<file path="config.mk">
export PLATFORM = sky130hd
export DESIGN_NAME = match_controller
export DESIGN_NICKNAME = d
export VERILOG_FILES = /design/src/rtl/match_controller.sv
export SDC_FILE = /design/constraint.sdc
export NUM_CORES = 1
export LEC_CHECK = 0
export ABC_CLOCK_PERIOD_IN_PS = 4200
export CORE_ASPECT_RATIO = 0.5
export CORE_MARGIN = 4
export CORE_UTILIZATION = 59
export CTS_CLUSTER_SIZE = 10
export DETAILED_ROUTE_END_ITERATION = 6
export PLACE_DENSITY = 0.81
export SKIP_CTS_REPAIR_TIMING = 1
export SYNTH_ARGS = -nofsm -noshare
export SYNTH_HDL_FRONTEND = slang
export SYNTH_SLANG_ARGS = --single-unit
</file>
<file path="constraint.sdc">
create_clock -name clk -period 4.2 [get_ports clk]
set_clock_uncertainty 0.2 [all_clocks]
set_input_delay 1.26 -clock clk [delete_from_list [all_inputs] [get_ports clk]]
set_output_delay 1.26 -clock clk [all_outputs]
set_load 0.05 [all_outputs]
</file>
<file path="src/rtl/match_controller.sv">
// Quidditch match sequencer: 1 Hz tick enable, match clock, pause, goal hold, scoring and winner.
// All outputs registered, 1-cycle latency from a sampled pulse; inputs are pulses and are never stalled.
module match_controller #(
  parameter int CLK_HZ     = 50000000,
  parameter int MATCH_SEC  = 180,
  parameter int HOLD_SEC   = 2,
  parameter int GOAL_PTS   = 10,
  parameter int SNITCH_PTS = 150
) (
  input  logic       clk,
  input  logic       reset,
  input  logic       start_p,
  input  logic       pause_p,
  input  logic       goal_a_p,
  input  logic       goal_b_p,
  input  logic       snitch_a_p,
  input  logic       snitch_b_p,
  output logic [2:0] state,
  output logic       playing,
  output logic       game_over,
  output logic       tick_1hz,
  output logic [7:0] time_left,
  output logic [9:0] score_a,
  output logic [9:0] score_b,
  output logic [1:0] winner
);

  localparam int              PW       = (CLK_HZ > 1) ? $clog2(CLK_HZ) : 1;
  localparam logic [PW-1:0]   PRE_MAX  = PW'(CLK_HZ - 1);
  localparam logic [7:0]      MATCH_T  = 8'(MATCH_SEC);
  localparam logic [3:0]      HOLD_T   = 4'(HOLD_SEC);
  localparam logic [10:0]     GOAL_W   = 11'(GOAL_PTS);
  localparam logic [10:0]     SNITCH_W = 11'(SNITCH_PTS);

  typedef enum logic [2:0] {
    S_IDLE    = 3'd0,
    S_PLAYING = 3'd1,
    S_PAUSED  = 3'd2,
    S_HOLD    = 3'd3,
    S_OVER    = 3'd4
  } state_t;

  state_t        state_q, state_d;
  logic [PW-1:0] pre_q, pre_d;
  logic [3:0]    hold_q, hold_d;
  logic [7:0]    time_d;
  logic [9:0]    score_a_d, score_b_d;
  logic [1:0]    winner_d;
  logic          wrap;

  // Sum is formed one bit wider so the clamp sees true overflow past 999.
  function automatic logic [9:0] sat_add(input logic [9:0] s, input logic [10:0] pts);
    logic [10:0] sum;
    sum = {1'b0, s} + pts;
    return (sum > 11'd999) ? 10'd999 : sum[9:0];
  endfunction

  assign wrap  = ((state_q == S_PLAYING) || (state_q == S_HOLD)) && (pre_q == PRE_MAX);
  assign state = state_q;

  always_comb begin
    state_d   = state_q;
    pre_d     = pre_q;
    hold_d    = hold_q;
    time_d    = time_left;
    score_a_d = score_a;
    score_b_d = score_b;
    winner_d  = winner;

    case (state_q)
      S_IDLE, S_OVER: begin
        pre_d = '0;
        if (start_p) begin
          state_d   = S_PLAYING;
          time_d    = MATCH_T;
          score_a_d = '0;
          score_b_d = '0;
          winner_d  = 2'b00;
        end
      end

      S_PLAYING: begin
        if (snitch_a_p || snitch_b_p) begin
          // A wins a simultaneous catch; the tick is dropped on a snitch cycle.
          if (snitch_a_p) score_a_d = sat_add(score_a, SNITCH_W);
          else            score_b_d = sat_add(score_b, SNITCH_W);
          state_d = S_OVER;
          pre_d   = '0;
        end else begin
          pre_d = wrap ? '0 : pre_q + PW'(1);
          if (goal_a_p) score_a_d = sat_add(score_a, GOAL_W);
          if (goal_b_p) score_b_d = sat_add(score_b, GOAL_W);
          if (goal_a_p || goal_b_p) begin
            state_d = S_HOLD;
            hold_d  = HOLD_T;
            pre_d   = '0;
          end else if (pause_p) begin
            state_d = S_PAUSED;
            if (!wrap) pre_d = pre_q;
          end
          if (wrap) begin
            if (time_left != 8'd0) time_d = time_left - 8'd1;
            if (time_left <= 8'd1) state_d = S_OVER;
          end
        end
      end

      S_PAUSED: begin
        if (pause_p) state_d = S_PLAYING;
      end

      S_HOLD: begin
        pre_d = wrap ? '0 : pre_q + PW'(1);
        if (wrap) begin
          if (hold_q <= 4'd1) begin
            hold_d  = 4'd0;
            state_d = S_PLAYING;
          end else begin
            hold_d = hold_q - 4'd1;
          end
        end
      end

      default: begin
        state_d = S_IDLE;
        pre_d   = '0;
      end
    endcase

    if ((state_d == S_OVER) && (state_q != S_OVER)) begin
      if (score_a_d > score_b_d)      winner_d = 2'b01;
      else if (score_b_d > score_a_d) winner_d = 2'b10;
      else                            winner_d = 2'b11;
    end
  end

  always_ff @(posedge clk or posedge reset) begin
    if (reset) begin
      state_q   <= S_IDLE;
      pre_q     <= '0;
      hold_q    <= 4'd0;
      time_left <= MATCH_T;
      score_a   <= 10'd0;
      score_b   <= 10'd0;
      winner    <= 2'b00;
      tick_1hz  <= 1'b0;
      playing   <= 1'b0;
      game_over <= 1'b0;
    end else begin
      state_q   <= state_d;
      pre_q     <= pre_d;
      hold_q    <= hold_d;
      time_left <= time_d;
      score_a   <= score_a_d;
      score_b   <= score_b_d;
      winner    <= winner_d;
      tick_1hz  <= wrap;
      playing   <= (state_d == S_PLAYING);
      game_over <= (state_d == S_OVER);
    end
  end

endmodule

</file>
==> flow_summary.ini <==
[synth]
synth_cell_types = 93
synth_seq_cells = 66
synth_adder_area_share_pct = 4.920
synth_enable_flop_cells = 0
syn_avg_cell_area_um2 = 8.178
syn_inst = 653
synthMuxAreaShare_pct = 1.546
synth_top_family_by_area = simple AND/OR/NAND/NOR gates
async_flop_share_pct = 100.0
synth_area_um2 = 5340
ys_seq_area_share_pct = 31.02
synthXorXnorAreaFrac_pct = 3.608
yosys.area_share.simple_pct = 27.32
syn_nets = 682
yosysWarnings = 0
synth_compound_area_share_pct = 26.99
synth_flop_cell = dfrtp_1

[timing]
hold_viol = 0
setup_viol = 0
fin_ws_ns = 0.2406
timing.slew.headroom_pct = 10.59
slew_viol_final = 0
worst_slew_pin_slew_ns = 1.330
fin_crit_sh_pct = 94.27
fmax_mhz = 252.6
rsz0062_at_grt = false
fin_crit_ns = 3.959
holdWs_ns = 0.3146

[clocking]
clkTransAtPathRegs_ns = 0.05
cts.path.max_buffers = 2
root_buffer = clkbuf_16
cts_tree = built
clock_latency_ns = 0.34
clock_sinks = 66
ctsHtreeMaxLevel = 3
numCtsBuffers = 9

[placed_design]
dp_hpwl_mm = 10.89
preCtsSetupSlack_ns = -0.1439
dpl_cell_area_um2 = 5989
globalplace.congestion = 0.9725
portBuffers = 43

[worst_setup_path]
crit_family = compound AO/OA/AOI/OAI gates
arrival_ns = 4.02
startpoint_type = primary input
critPathBufInv = 1
cp_max_fo = 4
worstPathRequired_ns = 4.26
cp-end-kind = flip-flop
critical_path_class = in -> reg
crit_top_cell = a21oi_1
cpPeakStageDelay_ns = 0.43
worstPathCellList = clkdlybuf4s50_1 > or2_2 > nand2_1 > nor2_1 > a22o_1 > a31oi_1 > o21ai_0 > ha_1 > a21o_1 > a21oi_1 > o21ai_0 > a21oi_1 > a21oi_1 > mux2i_1
crit_path_top_delay_cell = clkdlybuf4s50_1

[floorplan]
initial_core_util_pct = 60.90
pin_count = 44
die_w_um = 142.5
die_area_um2 = 10730
dieHeight_um = 75.27
core_area_um2 = 8768
num_rows = 24

[grt]
grt_max_degree = 39
grt_pass1_vias = 4904
grtUsageTotal_pct = 28.96
overflow = 0
antenna_found_initial = 0
grt_pass1_wl_mm = 24.50

[route]
drt-initial-drc-count = 611
viasPerCell = 6.600
drc = 0
drt_wl_total_mm = 15.31
vias = 5452
antenna_left = 0
wl_per_cell_um = 18.54
drt_pass1_iterations = 5

[final_layout]
regArea_um2 = 1657
multiInputGateArea_um2 = 3441
fillCellCount = 703
fin_util_pct = 71.56
syn_to_final_growth_pct = 17.50
final_common_cell = dfrtp_1
mostFrequentLayoutCells = 62 x dfrtp_1, 59 x nand2_1, 56 x nor2_1
nNetsFinal = 733
antenna_cells = 0
layout-drive-gt1-share_pct = 12.41
design_area_um2 = 6275

[job]
cap_violations = 0

[pwr]
ir_drop_uv = 364.6
power_density_nw_per_um2 = 560.7
p_leak_nw = 2.603

[outcome]
outcome = complete, no violations

[hold_path]
min_path_type = reg -> reg
-- metal layers --
| layer | track usage (%) | up-vias | routed length [µm] | share of wire (%) |
|---|---|---|---|---|
| met4 | 8.219 | 0 | 221 | 1.4 |
| met2 | 47.40 | 266 | 7106 | 46 |
| li1 | - | 2549 | - | - |
| met3 | 6.028 | 28 | 1197 | 7.8 |
| met5 | 0 | - | 0 | 0 |
| met1 | 39.60 | 2609 | 6788 | 44 |
-- Yosys cell counts (6+ instances only) --
master | instances | area (µm²)
ha_1 | 21 | 262.8
o31ai_1 | 8 | 60.06
dfrtp_1 | 62 | 1551
o211ai_1 | 6 | 45.04
xor2_1 | 16 | 140.1
nor2_1 | 57 | 214.0
mux2i_1 | 6 | 60.06
nand3_1 | 29 | 145.1
a21oi_1 | 47 | 235.2
nor2b_1 | 8 | 50.05
nor4_1 | 9 | 56.30
inv_1 | 21 | 78.83
o21ai_1 | 7 | 35.03
xnor2_1 | 6 | 52.55
and2_1 | 11 | 68.82
buf_2 | 9 | 45.04
o21ai_0 | 54 | 270.3
nand4_1 | 13 | 81.33
o41ai_1 | 6 | 52.55
a31oi_1 | 8 | 50.05
o21a_1 | 7 | 52.55
nand2_1 | 59 | 221.5
nor3_1 | 18 | 90.09
nand2b_1 | 11 | 68.82
clkbuf_1 | 17 | 63.81
a21o_1 | 10 | 75.07
and3_1 | 8 | 50.05
-- registers in the layout (all words and copies together) (netlist names) --
signal,cells
pre_q,26
score_a,10
score_b,10
time_left,8
hold_q,4
state,3
winner,2
game_over,1
playing,1
tick_1hz,1
-- cell type report --
cell class                 instances  share of cell area (%)
clock inverter                     3                  0.6780
clock buffer                      13                   3.829
tap                              117                   2.333
multi-input combinational        533                   54.84
timing repair buffer              72                   10.53
sequential                        66                   26.40
inverter                          22                   1.396
-- cell families (layout without fill, tap and decap cells) --
logic type      count (synthesis)  after routing
flops                          66             66
buf+inv                        54            110
mux                             8              8
xor+xnor                       22             22
compound gates                215            215
fa+ha+maj                      21             21
simple gates                  267            267
-- stage by stage --
stage / cells / power (mW) / TNS [ns]
3_3_place_gp: 810 / 2.704 / -0.03347
3_5_place_dp: 810 / 2.742 / -0.2846
5_1_grt: 826 / 3.727 / 0
2_1_floorplan: 653 / 2.191 / 0
6_report: 826 / 3.518 / 0
4_1_cts: 826 / 3.495 / 0
-- final timing paths --
kind / slack, ns / startpoint / to / cells after the start
worst max-delay path: 0.24 / snitch_b_p / winner[0] / 14
worst min-delay path: 0.31 / pre_q[5] / pre_q[5] / 1
min in group asynchronous: 1.14 / reset / hold_q[0] / 2
max in group asynchronous: 1.95 / reset / time_left[2] / 3
worst min register to register: 0.31 / pre_q[5] / pre_q[5] / 1
worst max register to register: 0.31 / score_b[1] / winner[0] / 14
-- worst reg2reg max path, stage by stage, from the launching register on --
cell,delay [ns]
dfrtp_1,0.54
inv_1,0.19
ha_1,0.37
nor2b_1,0.17
o21ai_0,0.18
a31oi_1,0.14
o31ai_4,0.45
a21oi_1,0.19
a32oi_1,0.41
ha_1,0.33
a21oi_1,0.15
o21ai_0,0.10
a21oi_1,0.19
a21oi_1,0.06
mux2i_1,0.13
-- where the power goes --
group / total, mW / switching [mW] / internal (mW)
combinational: 1.85 / 1.16 / 0.690
clock: 0.739 / 0.280 / 0.459
sequential: 0.930 / 0.199 / 0.730
Power figures use the tool's default switching activity.
